File: src/rtl/tone_cfg_shadow_commit_if.sv
// Command bus into the tone configuration sink.
// Handshake: gpio_wen is a valid strobe with no ready. The sink takes one
// command word from gpio_wdata in every cycle where gpio_wen is high, so the
// master never waits and never has to hold a word for more than one cycle.
interface tone_cfg_shadow_commit_if;
  logic        gpio_wen;
  logic [31:0] gpio_wdata;

  modport master (
    output gpio_wen,
    output gpio_wdata
  );

  modport slave (
    input gpio_wen,
    input gpio_wdata
  );
endinterface

File: src/rtl/tone_cfg_shadow_commit.sv
// Tone configuration command sink.
// INDEX/GAIN commands land in a per-channel, per-tone shadow set. A COMMIT
// arms a two-state FSM. The whole shadow set is copied into the active set at
// the first edge where commit_safe is high, so the tone generators never see
// a half-updated configuration.
module tone_cfg_shadow_commit #(
  parameter int IDX_W  = 10,
  parameter int GAIN_W = 18
) (
  input  logic                    clk,
  input  logic                    rst,
  tone_cfg_shadow_commit_if.slave cmd_if,
  input  logic                    commit_safe,
  output logic [8*IDX_W-1:0]      idx_a_flat,
  output logic [8*GAIN_W-1:0]     gain_a_flat,
  output logic [8*IDX_W-1:0]      idx_b_flat,
  output logic [8*GAIN_W-1:0]     gain_b_flat,
  output logic                    commit_pulse,
  output logic                    commit_pending,
  output logic                    shadow_dirty,
  output logic                    cmd_err,
  output logic [7:0]              err_cnt,
  output logic                    state_dbg
);

  localparam logic [3:0] CMD_CLR_ERR = 4'h0;
  localparam logic [3:0] CMD_INDEX   = 4'h1;
  localparam logic [3:0] CMD_GAIN    = 4'h2;
  localparam logic [3:0] CMD_COMMIT  = 4'hF;

  typedef enum logic {
    S_IDLE = 1'b0,
    S_WAIT = 1'b1
  } state_t;

  // Command word fields
  logic [3:0]  f_cmd;
  logic        f_ch;
  logic [2:0]  f_tone;
  logic [3:0]  f_rsv;
  logic [19:0] f_data;

  assign f_cmd  = cmd_if.gpio_wdata[31:28];
  assign f_ch   = cmd_if.gpio_wdata[27];
  assign f_tone = cmd_if.gpio_wdata[26:24];
  assign f_rsv  = cmd_if.gpio_wdata[23:20];
  assign f_data = cmd_if.gpio_wdata[19:0];

  // Decode: each command is either accepted (exactly one of the *_acc
  // strobes) or rejected; a rejected command only touches the error state.
  logic idx_over;
  logic gain_over;
  logic idx_acc;
  logic gain_acc;
  logic commit_acc;
  logic clr_acc;
  logic cmd_rej;

  assign idx_over  = |(f_data >> IDX_W);
  assign gain_over = |(f_data >> GAIN_W);

  // Classify the strobed command
  always_comb begin
    idx_acc    = 1'b0;
    gain_acc   = 1'b0;
    commit_acc = 1'b0;
    clr_acc    = 1'b0;
    cmd_rej    = 1'b0;
    if (cmd_if.gpio_wen) begin
      unique case (f_cmd)
        CMD_CLR_ERR: begin
          if (f_data == '0) clr_acc = 1'b1;
          else              cmd_rej = 1'b1;
        end
        CMD_INDEX: begin
          if (f_rsv == '0 && !idx_over) idx_acc = 1'b1;
          else                          cmd_rej = 1'b1;
        end
        CMD_GAIN: begin
          if (f_rsv == '0 && !gain_over) gain_acc = 1'b1;
          else                           cmd_rej  = 1'b1;
        end
        CMD_COMMIT: commit_acc = 1'b1;
        default:    cmd_rej    = 1'b1;
      endcase
    end
  end

  // Commit FSM: state and its registered outputs
  state_t state_q, state_d;
  logic   commit_pulse_q, commit_pulse_d;
  logic   commit_pending_q, commit_pending_d;
  logic   apply;

  // The apply edge is any edge spent in S_WAIT with commit_safe high.
  assign apply = (state_q == S_WAIT) && commit_safe;

  // Next state: a COMMIT arriving on the apply edge re-arms the FSM, so the
  // writes that raced the apply get their own copy at the next safe edge.
  always_comb begin
    state_d        = state_q;
    commit_pulse_d = 1'b0;
    unique case (state_q)
      S_IDLE: begin
        if (commit_acc) state_d = S_WAIT;
      end
      S_WAIT: begin
        if (commit_safe) begin
          commit_pulse_d = 1'b1;
          state_d        = commit_acc ? S_WAIT : S_IDLE;
        end
      end
      default: state_d = S_IDLE;
    endcase
    commit_pending_d = (state_d == S_WAIT);
  end

  // FSM registers
  always_ff @(posedge clk) begin
    if (rst) begin
      state_q          <= S_IDLE;
      commit_pulse_q   <= 1'b0;
      commit_pending_q <= 1'b0;
    end else begin
      state_q          <= state_d;
      commit_pulse_q   <= commit_pulse_d;
      commit_pending_q <= commit_pending_d;
    end
  end

  // Shadow and active register sets, indexed [channel][tone]
  logic [1:0][7:0][IDX_W-1:0]  shadow_idx_q, shadow_idx_d;
  logic [1:0][7:0][GAIN_W-1:0] shadow_gain_q, shadow_gain_d;
  logic [1:0][7:0][IDX_W-1:0]  active_idx_q, active_idx_d;
  logic [1:0][7:0][GAIN_W-1:0] active_gain_q, active_gain_d;
  logic                        shadow_dirty_q, shadow_dirty_d;

  // Shadow writes and the atomic copy; the copy reads the current shadow, so
  // a write landing on the apply edge is not part of that apply.
  always_comb begin
    shadow_idx_d   = shadow_idx_q;
    shadow_gain_d  = shadow_gain_q;
    active_idx_d   = active_idx_q;
    active_gain_d  = active_gain_q;
    shadow_dirty_d = shadow_dirty_q;
    if (apply) begin
      active_idx_d   = shadow_idx_q;
      active_gain_d  = shadow_gain_q;
      shadow_dirty_d = 1'b0;
    end
    if (idx_acc) begin
      shadow_idx_d[f_ch][f_tone] = f_data[IDX_W-1:0];
      shadow_dirty_d             = 1'b1;
    end
    if (gain_acc) begin
      shadow_gain_d[f_ch][f_tone] = f_data[GAIN_W-1:0];
      shadow_dirty_d              = 1'b1;
    end
  end

  // Datapath registers
  always_ff @(posedge clk) begin
    if (rst) begin
      shadow_idx_q   <= '0;
      shadow_gain_q  <= '0;
      active_idx_q   <= '0;
      active_gain_q  <= '0;
      shadow_dirty_q <= 1'b0;
    end else begin
      shadow_idx_q   <= shadow_idx_d;
      shadow_gain_q  <= shadow_gain_d;
      active_idx_q   <= active_idx_d;
      active_gain_q  <= active_gain_d;
      shadow_dirty_q <= shadow_dirty_d;
    end
  end

  // Error bookkeeping
  logic       cmd_err_q, cmd_err_d;
  logic [7:0] err_cnt_q, err_cnt_d;

  // Sticky flag plus saturating count; CLR_ERR wipes both
  always_comb begin
    cmd_err_d = cmd_err_q;
    err_cnt_d = err_cnt_q;
    if (cmd_rej) begin
      cmd_err_d = 1'b1;
      if (err_cnt_q != 8'hFF) err_cnt_d = err_cnt_q + 8'd1;
    end else if (clr_acc) begin
      cmd_err_d = 1'b0;
      err_cnt_d = 8'd0;
    end
  end

  // Error registers
  always_ff @(posedge clk) begin
    if (rst) begin
      cmd_err_q <= 1'b0;
      err_cnt_q <= 8'd0;
    end else begin
      cmd_err_q <= cmd_err_d;
      err_cnt_q <= err_cnt_d;
    end
  end

  assign idx_a_flat     = active_idx_q[0];
  assign gain_a_flat    = active_gain_q[0];
  assign idx_b_flat     = active_idx_q[1];
  assign gain_b_flat    = active_gain_q[1];
  assign commit_pulse   = commit_pulse_q;
  assign commit_pending = commit_pending_q;
  assign shadow_dirty   = shadow_dirty_q;
  assign cmd_err        = cmd_err_q;
  assign err_cnt        = err_cnt_q;
  assign state_dbg      = state_q;

endmodule

File: src/flat_wrapper.sv
// flat-port wrapper written by rule: the top's interface ports become plain ports
module tone_cfg_shadow_commit_flat 
#(
  parameter int IDX_W  = 10,
  parameter int GAIN_W = 18
)
  (clk, rst, commit_safe, idx_a_flat, gain_a_flat, idx_b_flat, gain_b_flat, commit_pulse, commit_pending, shadow_dirty, cmd_err, err_cnt, state_dbg, cmd_if_gpio_wen, cmd_if_gpio_wdata);
  tone_cfg_shadow_commit_if cmd_if_i ();
  input  logic clk;
  input  logic rst;
  input  logic commit_safe;
  output logic [8*IDX_W-1:0] idx_a_flat;
  output logic [8*GAIN_W-1:0] gain_a_flat;
  output logic [8*IDX_W-1:0] idx_b_flat;
  output logic [8*GAIN_W-1:0] gain_b_flat;
  output logic commit_pulse;
  output logic commit_pending;
  output logic shadow_dirty;
  output logic cmd_err;
  output logic [7:0] err_cnt;
  output logic state_dbg;
  input wire logic [$bits(cmd_if_i.gpio_wen)-1:0] cmd_if_gpio_wen;
  input wire logic [$bits(cmd_if_i.gpio_wdata)-1:0] cmd_if_gpio_wdata;
  assign cmd_if_i.gpio_wen = cmd_if_gpio_wen;
  assign cmd_if_i.gpio_wdata = cmd_if_gpio_wdata;
  tone_cfg_shadow_commit #(.IDX_W(IDX_W), .GAIN_W(GAIN_W)) u_core (.clk(clk), .rst(rst), .cmd_if(cmd_if_i), .commit_safe(commit_safe), .idx_a_flat(idx_a_flat), .gain_a_flat(gain_a_flat), .idx_b_flat(idx_b_flat), .gain_b_flat(gain_b_flat), .commit_pulse(commit_pulse), .commit_pending(commit_pending), .shadow_dirty(shadow_dirty), .cmd_err(cmd_err), .err_cnt(err_cnt), .state_dbg(state_dbg));
endmodule
File: config.mk
export PLATFORM = sky130hd
export DESIGN_NAME = tone_cfg_shadow_commit_flat
export DESIGN_NICKNAME = d
export VERILOG_FILES = /design/src/rtl/tone_cfg_shadow_commit_if.sv /design/src/rtl/tone_cfg_shadow_commit.sv /design/src/flat_wrapper.sv
export SDC_FILE = /design/constraint.sdc
export NUM_CORES = 2
export LEC_CHECK = 0
export CAP_MARGIN = 40
export CORE_ASPECT_RATIO = 1.25
export CORE_MARGIN = 2
export CORE_UTILIZATION = 50
export DETAILED_ROUTE_END_ITERATION = 8
export GPL_ROUTABILITY_DRIVEN = 0
export MAX_ROUTING_LAYER = met4
export PLACE_DENSITY = 0.73
export SLEW_MARGIN = 30
export SYNTH_ARGS = -nofsm -noshare
export SYNTH_HDL_FRONTEND = slang
export SYNTH_SLANG_ARGS = --single-unit
File: constraint.sdc
create_clock -name clk -period 2.7 [get_ports clk]
set_input_delay 0.54 -clock clk [delete_from_list [all_inputs] [get_ports clk]]
set_output_delay 0.54 -clock clk [all_outputs]
set_load 0.05 [all_outputs]
# Yosys cells after proc, flatten, opt, wreduce, memory -nomap -nowiden
# Cells that the tools add are included.
# op_classes
addsub	1
n_lt_le_gt_ge	4
n_eq_ne	5
muxes	38
bitwise	1
reduce_logical	16
# op_table
cell	count
$bwmux W288	1
$bwmux W160	1
$demux W144 S1	1
$mux W144	1
$demux W80 S1	1
$mux W80	1
$demux W18 S3	1
$demux W10 S3	1
$mux W8	3
$mux W1	23
$logic_not A20 Y1	1
$mux W18	1
$mux W10	1
$reduce_or A10 Y1	1
$add A8 B1 Y8 const B	1
$logic_not A4 Y1	2
$ne A8 B8 Y1 const B	1
$logic_and A1 B1 Y1	5
$eq A4 B1 Y1 const B	1
$eq A4 B2 Y1 const B	1
$eq A4 B4 Y1 const B	1
$lt A3 B4 Y1 const B	1
$pmux W1 S4	1
$reduce_or A2 Y1	2
other kinds (10)	11
# totals
reg_bits	908
inputBits	36
elab_cells	134

# Longest topological paths before layout
# depth
ltp_word	8
depth_mapped	8
mapped_depth_nobuf	6

# Least setup slack after synthesis
# Ideal clock, no wire load.
# synth_path
path_kind	in2reg
from	in cmd_if_gpio_wdata[17]
to	reg u_core.shadow_idx_q[80] (netlist bit)
setup_time_ps	132
arrival_time_ps	2162
path_slack_ps	406
path_stages	8
n_path_buf	3
path_cell_list	buf_2 -> nor4_2 -> and2_1 -> buf_2 -> clkbuf_1 -> nand4_1 -> nand2_1 -> a21oi_1
# synth_via
elab_chain_cells	6
# synth_rtl
element	line_no	source
start: declaration	flat_wrapper.sv:23	input wire logic [$bits(cmd_if_i.gpio_wdata)-1:0] cmd_if_gpio_wdata;
$reduce_or A10 Y1	tone_cfg_shadow_commit.sv:59	assign idx_over = |(f_data >> IDX_W);
$logic_not A1 Y1	tone_cfg_shadow_commit.sv:76	if (f_rsv == '0 && !idx_over) idx_acc = 1'b1;
$logic_and A1 B1 Y1	tone_cfg_shadow_commit.sv:76	
$mux W1	tone_cfg_shadow_commit.sv:76	
$mux W1	tone_cfg_shadow_commit.sv:70	unique case (f_cmd)
$mux W1	tone_cfg_shadow_commit.sv:69	if (cmd_if.gpio_wen) begin
end signal: assignment	tone_cfg_shadow_commit.sv:170	shadow_idx_q <= shadow_idx_d;
end: declaration	tone_cfg_shadow_commit.sv:132	logic [1:0][7:0][IDX_W-1:0] shadow_idx_q, shadow_idx_d;
# No other way between the ends.
# A chain may end at the register's enable or synchronous reset.

# Worst setup path after layout
# layout_path
from	in cmd_if_gpio_wdata[28]
to	reg u_core.err_cnt_q[2], in the netlist u_core.err_cnt[2]
# layout_via
elab_chain_cells	5
elab_cells_between_ends	12
cone_classes	eq/ne (4); mux (5); reduce/logical (3)
# layout_rtl
element	line_no	source
$eq A4 B4 Y1 (tied with other cells)	tone_cfg_shadow_commit.sv:70	
$pmux W1 S4 / $mux W1 (equally long branches)	tone_cfg_shadow_commit.sv:70	
$mux W1	tone_cfg_shadow_commit.sv:69	
$ne A2 B2 Y1 (no source line) / $reduce_bool A2 Y1 (equally long branches)	n/a	
$reduce_and A2 Y1 (no source line)	n/a	
end signal: assignment	tone_cfg_shadow_commit.sv:202	err_cnt_q <= err_cnt_d;
end: declaration	tone_cfg_shadow_commit.sv:180	logic [7:0] err_cnt_q, err_cnt_d;
# Several ways; a longest one is shown, not always the timed one.

==> impl_metrics.toml <==
[setup_path]
endpoint_kind = "flip-flop"
reg2regPathDepth = 7
worst-endpoint-arrival_ns = 3.13
rrSetupSlack_ns = 0.58
critPathMaxFanout = 5
crit_type = "in2reg"
required_ns = 3.21
setup.worst_path.start_class = "input port"
r2r_end = "u_core.err_cnt[3]$_SDFFE_PP0P_"
r2r_start = "u_core.err_cnt[0]$_SDFFE_PP0P_"

[finish]
final_nets = 4545
drive_gt1_frac = 0.0880
area_growth_pct = 29.0
final_core_util = 0.651
fin_cells = 5427
final_cell_mix = "1,800 x nand2_1, 908 x dfxtp_1, 873 x a21oi_1, 483 x clkdlybuf4s50_1, 100 x buf_4"
layout_commonest_cell = "nand2_1"

[die]
die-area_mm2 = 0.0671
die_w_um = 232
start_util = 0.505
boundaryPins = 497
coreArea_mm2 = 0.0644
rows = 104
die_y_um = 289

[clock_network]
clk_pin_slew_ns = 0.06
root_buffer = "clkbuf_16"
clkLatencyLatePin_ns = 0.64
clock_path_buffers = 3
hold_buffers = 0
cts_setup_buffers = 0
cts_resized = 0
htree_num_levels = 3
cts_tree = "done"
cts_sinks = 908
cts_buffers = 85

[timing]
fmax_mhz = 381
maxSlewHeadroom = 0.479
slew_violations = 0
clock_skew_ns = 0.0108
worst_slew_pin_slew_ns = 0.781
setup_viol = 0
rsz0062_at_grt = "no"
hold_viol = 0
layout_worst_path_cycle_share = 0.973
finalCriticalPeriod_ns = 2.63

[drt]
remaining_drc_errors = 0
drt-initial-drc-count = 3055
routed_via_density = 5.45
wl_um = 107000
antenna_left = 0
via_count = 29585
drtPass1Iterations = 6
wire_per_inst_um = 19.7

[min_path]
worstHoldStart = "rst"
min_to = "u_core.shadow_gain_q[73]$_SDFFE_PP0P_"
hp-class = "in2reg"
holdPathStages = 2

[flow_run]
maxCapViolCount = 0

[grt]
grt_pass1_vias = 27278
track_usage = 0.315
grt_overflow = 0
antenna_found_initial = 8
grt_max_degree = 140
grt_pass1_wl_um = 159000

[pwr]
vdd_drop_max_v = 0.000553
leakagePower_nw = 13.7
powerDensity_mw_per_mm2 = 637

[yosys]
syn-num-nets = 4116
seq_area_frac_synth = 0.559
synthTopCellsByArea = "dfxtp_1 56%, nand2_1 21%, a21oi_1 13%"
syn_avg_cell_area_um2 = 7.97
synth_top_area_share = 0.559
synth-edff-count = 0
syn_inst = 4079
synthesis.area_mm2 = 0.0325
synth_area_leader_cell = "dfxtp_1"
yosys_warnings = 0
ys_ff_latch = 908
synth_cell_types = 52
synth_top_flop_cell = "dfxtp_1"
synthArstFlopShare = 0

[placement]
port-buffer-count = 496
hpwl_um = 67500
dp.cells = 5269

[outcome]
status = "complete, no violations"
[layout make-up]
class	count	area (um^2)
diodes	9	22.5
clock buffers	116	2460
clock inverters	33	444
fillers	5446	22500
inverters	5	18.8
multi-input cells	2850	12800
flip-flops and latches	908	18200
well taps	848	1060
repair buffers	658	6900
[cell usage after synthesis (all sizes together), types with 2 or more instances]
master and count:
nor2b 6, or2b 2, dlygate4sd1 4, and2 7, buf 55, or2 5, nand4 20, a211o 2
nand3 24, nor2 9, and3 2, dfxtp 908, and4 3, nor4 21, clkbuf 256, nor3b 2
a2111oi 4, inv 5, nand2 1802, a221o 4, nand2b 2, nor3 18, a21oi 904
[state kept, by name, indices dropped and copies added, names as in the netlist]
name                   cells
u_core.shadow_gain_q     288
u_core.shadow_idx_q      160
u_core.gain_a_flat       144
u_core.gain_b_flat       144
u_core.idx_a_flat         80
u_core.idx_b_flat         80
u_core.err_cnt             8
u_core.cmd_err             1
u_core.commit_pending      1
u_core.commit_pulse        1
u_core.shadow_dirty        1
[how the worst max path moves through the flow]
stage | cells after the start | slack (ns) | endpoint | from
6_report | 9 | 0.07 | u_core.err_cnt[2]$_SDFFE_PP0P_ | cmd_if_gpio_wdata[28]
5_1_grt | 9 | 0.008 | u_core.err_cnt[5]$_SDFFE_PP0P_ | cmd_if_gpio_wdata[28]
4_1_cts | 1 | 0.11 | err_cnt[5] | u_core.err_cnt[5]$_SDFFE_PP0P_
3_5_place_dp | 9 | -0.51 | u_core.err_cnt[2]$_SDFFE_PP0P_ | cmd_if_gpio_wdata[28]
3_3_place_gp | 9 | -0.50 | u_core.err_cnt[4]$_SDFFE_PP0P_ | cmd_if_gpio_wdata[28]
2_1_floorplan | 8 | 0.41 | u_core.shadow_idx_q[80]$_SDFFE_PP0P_ | cmd_if_gpio_wdata[17]
[worst max-delay path, cell delays in order]
cell and delay (ns):
clkdlybuf4s50_1 0.63, nor3_1 0.56, buf_4 0.20, nand3_1 0.15, buf_4 0.21, buf_4 0.14
o2bb2ai_1 0.12, a21oi_1 0.17, a221o_1 0.42
[report_power, final]
group / total (W) / switching [W] / leakage, nW / internal (W)
sequential: 0.0134 / 0.00000592 / 7.31 / 0.0134
combinational: 0.000815 / 0.000647 / 4.96 / 0.000168
clock: 0.0125 / 0.00518 / 1.43 / 0.00733
[routing by layer]
layer | up-vias | part of all wire | global-route usage
li1 | 14080 | - | -
met1 | 14061 | 0.41 | 0.400
met2 | 1222 | 0.48 | 0.506
met3 | 222 | 0.077 | 0.0462
met4 | 0 | 0.036 | 0.129
met5 | - | 0 | -
[kinds of logic after synthesis]
logic type / synth area share
AOI/OAI and AO/OA: 0.148
xor gates and xnor gates: 0.000270
adders and majority gates: 0.000385
buffers and inverters: 0.0457
DFF: 0.559
and+or+nand+nor: 0.246
[through the flow]
step	cell area (um^2)	setup TNS, ns	power, W	hold WS, ns	setup slack, ns
2_1_floorplan	32500	0	0.0141	0.432	0.406
3_3_place_gp	39000	-66.57	0.0145	0.434	-0.497
3_5_place_dp	39000	-75.37	0.0145	0.443	-0.510
4_1_cts	41900	0	0.0268	0.336	0.107
5_1_grt	41900	0	0.0274	0.372	0.00774
6_report	41900	0	0.0267	0.374	0.0730
Note: power is estimated with default switching activity, not from simulation.
